[src/rtl/axis_ifmaps_rx_fifo_if.sv]
// AXI4-Stream beat bundle between the DMA stream and the ifmaps ingress FIFO.
interface axis_ifmaps_rx_fifo_if #(
  parameter int DATA_W = 32
) ();
  logic [DATA_W-1:0] tdata;
  logic              tvalid;
  logic              tready;
  logic              tlast;

  modport master (output tdata, output tvalid, output tlast, input tready);
  modport slave  (input tdata, input tvalid, input tlast, output tready);
endinterface

[src/rtl/axis_ifmaps_rx_fifo.sv]
// Show-ahead ingress word FIFO for ifmaps beats, with vector framing check and
// completed-vector counter.
module axis_ifmaps_rx_fifo #(
  parameter int C_S_AXIS_TDATA_WIDTH = 32,
  parameter int MAC_NUM              = 256,
  parameter int FIFO_DEPTH           = 64,
  localparam int WORDS_PER_VEC       = 5 * MAC_NUM / C_S_AXIS_TDATA_WIDTH,
  localparam int PTR_W               = $clog2(FIFO_DEPTH)
) (
  input  logic                            clk,
  input  logic                            rst_n,
  axis_ifmaps_rx_fifo_if.slave            s_axis,
  output logic [C_S_AXIS_TDATA_WIDTH-1:0] fifo_dout,
  output logic                            fifo_empty,
  input  logic                            fifo_read,
  output logic [PTR_W:0]                  fifo_level,
  output logic [15:0]                     vec_cnt,
  output logic                            len_err,
  input  logic                            err_clr
);

  localparam int W      = C_S_AXIS_TDATA_WIDTH;
  localparam int BEAT_W = (WORDS_PER_VEC > 1) ? $clog2(WORDS_PER_VEC) : 1;
  localparam logic [PTR_W:0]    FULL_LVL  = (PTR_W+1)'(FIFO_DEPTH);
  localparam logic [PTR_W:0]    ZERO_LVL  = {(PTR_W+1){1'b0}};
  localparam logic [BEAT_W-1:0] LAST_BEAT = BEAT_W'(WORDS_PER_VEC - 1);

  logic [W-1:0]      mem_q [FIFO_DEPTH];
  logic [PTR_W-1:0]  wr_ptr_q, wr_ptr_d, rd_ptr_q, rd_ptr_d;
  logic [PTR_W:0]    level_q, level_d;
  logic [W-1:0]      dout_q, dout_d;
  logic [BEAT_W-1:0] beat_q, beat_d;
  logic [15:0]       vec_q, vec_d;
  logic              err_q, err_d;
  logic              rdy_q;
  logic              wr, rd, vec_inc, frm_err;

  assign s_axis.tready = rdy_q & (level_q != FULL_LVL);
  assign fifo_dout     = dout_q;
  assign fifo_empty    = (level_q == ZERO_LVL);
  assign fifo_level    = level_q;
  assign vec_cnt       = vec_q;
  assign len_err       = err_q;

  always_comb begin
    wr       = s_axis.tvalid & s_axis.tready;
    rd       = fifo_read & (level_q != ZERO_LVL);
    wr_ptr_d = wr ? wr_ptr_q + PTR_W'(1) : wr_ptr_q;
    rd_ptr_d = rd ? rd_ptr_q + PTR_W'(1) : rd_ptr_q;

    if (wr && !rd) begin
      level_d = level_q + (PTR_W+1)'(1);
    end else if (rd && !wr) begin
      level_d = level_q - (PTR_W+1)'(1);
    end else begin
      level_d = level_q;
    end

    // Head register: a word written into a drained FIFO becomes the head directly.
    if (level_d == ZERO_LVL) begin
      dout_d = dout_q;
    end else if (wr && (wr_ptr_q == rd_ptr_d)) begin
      dout_d = s_axis.tdata;
    end else begin
      dout_d = mem_q[rd_ptr_d];
    end

    vec_inc = 1'b0;
    frm_err = 1'b0;
    if (wr) begin
      if (beat_q == LAST_BEAT) begin
        beat_d  = {BEAT_W{1'b0}};
        vec_inc = 1'b1;
      end else if (s_axis.tlast) begin
        beat_d  = {BEAT_W{1'b0}};
        frm_err = 1'b1;
      end else begin
        beat_d  = beat_q + BEAT_W'(1);
      end
    end else begin
      beat_d = beat_q;
    end

    if (err_clr) begin
      vec_d = 16'h0000;
      err_d = 1'b0;
    end else begin
      vec_d = (vec_inc && (vec_q != 16'hFFFF)) ? vec_q + 16'h0001 : vec_q;
      err_d = err_q | frm_err;
    end
  end

  always_ff @(posedge clk or negedge rst_n) begin
    if (!rst_n) begin
      for (int i = 0; i < FIFO_DEPTH; i++) begin
        mem_q[i] <= {W{1'b0}};
      end
      wr_ptr_q <= {PTR_W{1'b0}};
      rd_ptr_q <= {PTR_W{1'b0}};
      level_q  <= ZERO_LVL;
      dout_q   <= {W{1'b0}};
      beat_q   <= {BEAT_W{1'b0}};
      vec_q    <= 16'h0000;
      err_q    <= 1'b0;
      rdy_q    <= 1'b0;
    end else begin
      if (wr) begin
        mem_q[wr_ptr_q] <= s_axis.tdata;
      end
      wr_ptr_q <= wr_ptr_d;
      rd_ptr_q <= rd_ptr_d;
      level_q  <= level_d;
      dout_q   <= dout_d;
      beat_q   <= beat_d;
      vec_q    <= vec_d;
      err_q    <= err_d;
      rdy_q    <= 1'b1;
    end
  end

endmodule

[src/flat_wrapper.sv]
// flat-port wrapper written by rule: the top's interface ports become plain ports
module axis_ifmaps_rx_fifo_flat 
#(
  parameter int C_S_AXIS_TDATA_WIDTH = 32,
  parameter int MAC_NUM              = 256,
  parameter int FIFO_DEPTH           = 64,
  localparam int WORDS_PER_VEC       = 5 * MAC_NUM / C_S_AXIS_TDATA_WIDTH,
  localparam int PTR_W               = $clog2(FIFO_DEPTH)
)
  (clk, rst_n, fifo_dout, fifo_empty, fifo_read, fifo_level, vec_cnt, len_err, err_clr, s_axis_tdata, s_axis_tvalid, s_axis_tlast, s_axis_tready);
  axis_ifmaps_rx_fifo_if #(.DATA_W((32))) s_axis_i ();
  input  logic clk;
  input  logic rst_n;
  output logic [C_S_AXIS_TDATA_WIDTH-1:0] fifo_dout;
  output logic fifo_empty;
  input  logic fifo_read;
  output logic [PTR_W:0] fifo_level;
  output logic [15:0] vec_cnt;
  output logic len_err;
  input  logic err_clr;
  input wire logic [$bits(s_axis_i.tdata)-1:0] s_axis_tdata;
  input wire logic [$bits(s_axis_i.tvalid)-1:0] s_axis_tvalid;
  input wire logic [$bits(s_axis_i.tlast)-1:0] s_axis_tlast;
  output wire logic [$bits(s_axis_i.tready)-1:0] s_axis_tready;
  assign s_axis_i.tdata = s_axis_tdata;
  assign s_axis_i.tvalid = s_axis_tvalid;
  assign s_axis_i.tlast = s_axis_tlast;
  assign s_axis_tready = s_axis_i.tready;
  axis_ifmaps_rx_fifo #(.C_S_AXIS_TDATA_WIDTH(C_S_AXIS_TDATA_WIDTH), .MAC_NUM(MAC_NUM), .FIFO_DEPTH(FIFO_DEPTH)) u_core (.clk(clk), .rst_n(rst_n), .s_axis(s_axis_i), .fifo_dout(fifo_dout), .fifo_empty(fifo_empty), .fifo_read(fifo_read), .fifo_level(fifo_level), .vec_cnt(vec_cnt), .len_err(len_err), .err_clr(err_clr));
endmodule
[config.mk]
export PLATFORM = sky130hd
export DESIGN_NAME = axis_ifmaps_rx_fifo_flat
export DESIGN_NICKNAME = d
export VERILOG_FILES = /design/src/rtl/axis_ifmaps_rx_fifo_if.sv /design/src/rtl/axis_ifmaps_rx_fifo.sv /design/src/flat_wrapper.sv
export SDC_FILE = /design/constraint.sdc
export NUM_CORES = 2
export LEC_CHECK = 0
export ABC_AREA = 1
export CAP_MARGIN = 30
export CORE_ASPECT_RATIO = 0.75
export CORE_MARGIN = 1
export CORE_UTILIZATION = 60
export CTS_CLUSTER_SIZE = 8
export DETAILED_ROUTE_END_ITERATION = 16
export PLACE_DENSITY_LB_ADDON = 0.12
export SLEW_MARGIN = 20
export SYNTH_ARGS = -nofsm -noshare
export SYNTH_HDL_FRONTEND = slang
export SYNTH_SLANG_ARGS = --single-unit
[constraint.sdc]
create_clock -name clk -period 7.6 [get_ports clk]
set_input_delay 1.52 -clock clk [delete_from_list [all_inputs] [get_ports clk]]
set_output_delay 1.52 -clock clk [all_outputs]
set_load 0.02 [all_outputs]
======== Word level (Yosys, flattened, before mapping) ========
Cells that the tools add are included.
storage, ports and cells
  register bits after elaboration ......... 2123
  latch bits .............................. 0
  RAM bits ................................ 0
  bits in read-only memories .............. 0
  input port bits ......................... 38
  output and inout bits ................... 58
  logic and storage cells ................. 122
  memories kept ........................... 0
cells by class
  add/sub/neg operators ................... 6
  multiply operators ...................... 0
  div/mod/pow operators ................... 0
  $lt $le $gt $ge ......................... 3
  equality and inequality tests ........... 4
  shifts and indexed selects .............. 0
  mux-type cells .......................... 20
  bitwise logic cells ..................... 6
  reduce and logical (&&, ||, !) cells .... 11
operators with widths
  operator                 number
  $bwmux W2048             1
  $bmux W32 S6             1
  $demux W32 S6            1
  $mux W32                 4
  $mux W16                 2
  $add A6 B1 Y6 const B    3
  $mux W6                  3
  $add A16 B1 Y16 const B  1
  $ne A16 B16 Y1 const B   1
  $ge A7 B7 Y1 const B     2
  $logic_not A7 Y1         2
  $mux W7                  2
  $not A6 Y7               2
  $add A7 B1 Y7 const B    1
  $lt A7 B1 Y1 const B     1
  $ne A7 B7 Y1 const B     1
  $reduce_bool A7 Y1       1
  $sub A7 B1 Y7 const B    1
  $eq A6 B6 Y1             1
  $eq A6 B6 Y1 const B     1
  $mux W1                  6
  $logic_and A1 B1 Y1      5
  $and A1 B1 Y1            3
  $logic_not A1 Y1         2
  other kinds (2)          2

======== Logic depth before layout (Yosys ltp) ========
  word-level depth ........................ 8
  gate-level depth with buffers ........... 21
  depth with buffers taken out ............ 19

======== Worst setup path before layout ========
OpenSTA, ideal clock, no wires.
  path type ............................... input to register
  from .................................... in fifo_read
  to ...................................... reg u_core.dout_q[5], in the netlist u_core.fifo_dout[5]
  library setup time ...................... 116 ps
  data arrival time ....................... 2888 ps
  data required time ...................... 7484 ps
  path slack .............................. 4596 ps
  cell stages on the path ................. 14
  buffers on the path ..................... 3
  cells stage by stage .................... nand2_4 nand2_2 buf_4 buf_2 clkbuf_1 nand3b_1 nand3_1 nand3_1 nand3_1 nand3_1 nand3_1 nand3_1 nand2_1 nand2_1
between the ends
  longest elaborated chain between the ends .. 7
  elaborated cells between the ends (all ways) .. 15
  classes of those cells .................. eq/ne: 1; mux: 7; bitwise: 2; reduce/logical: 5
ends and longest elaborated chain
  item                                          RTL line                    source
  start: declaration                            flat_wrapper.sv:16          input logic fifo_read;
  $and A1 B1 Y1 *                               axis_ifmaps_rx_fifo.sv:47   rd = fifo_read & (level_q != ZERO_LVL);
  $mux W6                                       axis_ifmaps_rx_fifo.sv:49   rd_ptr_d = rd ? rd_ptr_q + PTR_W'(1) : rd_ptr_q;
  $not A6 Y7 (implied by the code)              axis_ifmaps_rx_fifo.sv:65   dout_d = mem_q[rd_ptr_d];
  $bmux W32 S6                                  axis_ifmaps_rx_fifo.sv:65
  $mux W32 (implied by the code) (2 in series)  axis_ifmaps_rx_fifo.sv:65
  $mux W32                                      axis_ifmaps_rx_fifo.sv:62   end else if (wr && (wr_ptr_q == rd_ptr_d)) begin
  end signal: assignment                        axis_ifmaps_rx_fifo.sv:101  dout_q <= {W{1'b0}};
  end signal: assignment                        axis_ifmaps_rx_fifo.sv:113  dout_q <= dout_d;
  end: declaration                              axis_ifmaps_rx_fifo.sv:31   logic [W-1:0] dout_q, dout_d;
Every way passes the cells marked *; elsewhere a longest branch is shown, timed or not. The select of a mux whose other input is x is not followed.
A chain may end at the register's enable or synchronous reset.

======== Worst setup path after layout ========
  from .................................... in fifo_read
  to ...................................... reg u_core.dout_q[7], in the netlist u_core.fifo_dout[7]
The elaborated chain is that of the path after synthesis.

==> flow_summary.yaml <==
synthesis:
  async_flop_share_pct: 100.0
  synth_edf_count: 0
  yosysUniqueCellTypes: 42
  synthCells: 13150
  synth.area.top_cells: "dfrtp_1 (51%), nand2_1 (13%), nand3_1 (9.9%)"
  avgSynthCellArea_um2: 7.848
  syn-num-nets: 13200
  synthesis.area_um2: 103200
  yosys_warnings: 0
  synth_top_area_share_pct: 51.46
  ys_seq_elements: 2123
  synth_top_area_cell: "dfrtp_1"
  seq_area_frac_synth_pct: 51.46
  synth_flop_cell: "dfrtp_1"
floorplanning:
  die_h_um: 361.2
  start_util_pct: 60.56
  rows: 131
  num_io_pins: 96
  core_region_area_um2: 170500
  die_x_um: 481.0
  dieArea_um2: 173700
hold_path:
  worstHoldPathCells: 2
  hold_class: "register to register"
  min_from: "u_core.mem_q[1426]"
  min_to: "u_core.mem_q[1426]"
placement:
  gp_congestion: 0.9008
  pre_cts_ws_ns: 1.570
  dp_hpwl_um: 186900
  portBuffers: 95
  placed_cells: 14560
setup_path:
  reg2reg_slack_ns: 2.57
  crit_chain: "clkdlybuf4s50_1 > nand2_4 > nand2_8 > nand2_8 > inv_6 > buf_12 > nand2_1 > nand2_1 > nand2_1 > nand3_1 > nand3_1 > nand3_1 > nand3_1 > nand3_1 > nand2_1 > nand2_1"
  critPathArrivalTime_ns: 6.11
  end_kind: "register"
  critPathBufInv: 3
  reg2reg_from: "u_core.fifo_level[0]"
  crit_family: "simple AND/OR/NAND/NOR gates"
  crit_required_ns: 8.46
  worst-setup-path-type: "input port to register"
  slowest_stage: "inv_6"
  r2r_cells: 20
  start_kind: "input port"
  crit_path_max_fanout: 103
  crit_path_max_incr_delay_ns: 0.93
  reg2reg_to: "u_core.fifo_dout[7]"
sta:
  slew_headroom_pct: 2.955
  slew_violations: 0
  period_needed_ns: 5.248
  finClkSkew_ns: 0.03976
  timing.setup.tns_ns: 0
  finalSetupViolCount: 0
  setup_ws_ns: 2.352
  tightestPinTransition_ns: 1.456
  fmax_mhz: 190.5
  rsz0062_at_grt: "false"
  timing.final.hold_violations: 0
  layout_worst_path_cycle_share_pct: 69.05
detailed_routing:
  drt_pass1_iterations: 7
  routedWlPerCell_um: 23.36
  drc: 0
  drt_iter0_drc: 14970
  num_vias: 93180
  vias_per_cell: 6.254
  routed_wl_um: 348100
  detail-route-antenna-nets: 0
clocking:
  h-tree-depth: 5
  cts.clk_slew.worst_paths_ns: 0.05
  cts_tree: "built"
  cts_setup_buffers: 0
  cts_hold_buf: 0
  clock_sinks: 2123
  postCtsResizedCells: 0
  cts_made_buffers: 315
  insertion_delay_ns: 0.93
  cts_root_buffer: "clkbuf_16"
  cts_buffer_depth: 4
layout:
  final_net_count: 12670
  syn2layout_area_growth_pct: 9.216
  finalNonFillerCells: 14900
  final_cell_mix: "nand2_1 (3702), dfrtp_1 (2123), nand3_1 (2033)"
  utilization_pct: 66.14
  multi_input_area_um2: 41300
  layout.cells.most_common: "nand2_1"
  seqCellArea_um2: 53130
  fillCellCount: 14180
  drive_gt1_share_pct: 5.011
power:
  p_sw_share_pct: 40.90
  power_frac_seq_pct: 34.1
  p_int_w: 0.02662
  power_density_nw_per_um2: 399.5
  p_leak_nw: 52.38
  irDropWorstVdd_v: 0.0004714
  netSwitchingPower_w: 0.01842
  clkPwrFrac_pct: 27.1
  finalPower_w: 0.04504
  share_comb_of_total_power_pct: 38.8
global_route:
  grt_pass1_vias: 88180
  grt_first_pass_wirelength_um: 537200
  grt_max_degree: 219
  grt_use_total_pct: 40.19
  grt_overflow_total: 0
  antenna_found_initial: 4
job:
  maxCapViolCount: 0
run_status:
  outcome: "finished, final reports clean"
-- cell families after synthesis --
logic type | after synthesis | synth area share [%]
buf+inv | 2280 | 8.653
flops | 2123 | 51.46
xor+xnor | 20 | 0.1697
other cells | 1 | 0.003633
simple gates | 6591 | 29.18
mux | 1 | 0.009697
compound gates | 2130 | 10.43
fa+ha+maj | 7 | 0.08484
-- cell usage after synthesis (19+ instances only) --
cell type,count
nand2_1,3707
dfrtp_1,2123
nand3_1,2036
o21ai_0,1863
inv_1,1106
clkbuf_1,768
nand3b_1,640
buf_2,273
o21ai_1,209
nor2_1,100
buf_1,82
nand2_2,63
clkinv_1,34
o211ai_1,33
a21oi_1,19
-- worst max path at each step --
stage,endpoint,cells past startpoint,from
6_report,u_core.fifo_dout[7],16,fifo_read
5_1_grt,u_core.fifo_dout[7],16,fifo_read
3_5_place_dp,u_core.fifo_dout[7],16,fifo_read
4_1_cts,u_core.fifo_dout[7],16,fifo_read
2_1_floorplan,u_core.fifo_dout[5],14,fifo_read
3_3_place_gp,u_core.fifo_dout[7],16,fifo_read
-- cell type report --
cell class / count / area share [%]
clock buffer: 323 / 7.169
multi-input combinational: 8750 / 36.63
sequential: 2123 / 47.12
clock inverter: 4 / 0.02996
tap: 2261 / 2.509
antenna: 5 / 0.01110
timing repair buffer: 284 / 2.679
inverter: 1149 / 3.844
-- state kept, by name, summed over array words and instances, names as in the netlist, 6 cells and up --
name	flops
u_core.beat_q	6
u_core.fifo_dout	32
u_core.fifo_level	7
u_core.mem_q	2048
u_core.rd_ptr_q	6
u_core.vec_cnt	16
u_core.wr_ptr_q	6
-- power groups by stage --
stage	Clock (W)	Combinational, W	Sequential (W)
after floorplan	0	0.0115	0.0150
after global placement	0	0.0165	0.0153
after detailed placement	0	0.0169	0.0154
after CTS	0.0123	0.0169	0.0153
after global routing	0.0127	0.0190	0.0156
final	0.0122	0.0175	0.0153
-- metrics by stage --
step | hold slack (ns) | instance area [um2]
floorplan | 0.4444 | 103200
global placement | 0.4558 | 104400
detailed placement | 0.4638 | 104500
CTS | 0.4756 | 112600
global route | 0.4852 | 112700
finish | 0.4719 | 112700
-- worst min-delay path, delay by kind of cell (launching register included) --
family          cells  cell delay [ns]
compound gates      1             0.05
flops               1             0.33
simple gates        1             0.05
-- metal layers --
| layer | global-route usage, % | up-vias | routed length (um) | part of all wire (%) |
|---|---|---|---|---|
| met5 | 0 | - | 13 | 0.0037 |
| met4 | 16.29 | 2 | 14860 | 4.3 |
| met3 | 11.17 | 964 | 45610 | 13 |
| met2 | 58.38 | 5947 | 147100 | 42 |
| met1 | 56.94 | 44960 | 140500 | 40 |
| li1 | - | 41310 | - | - |
Power figures use the tool's default switching activity.
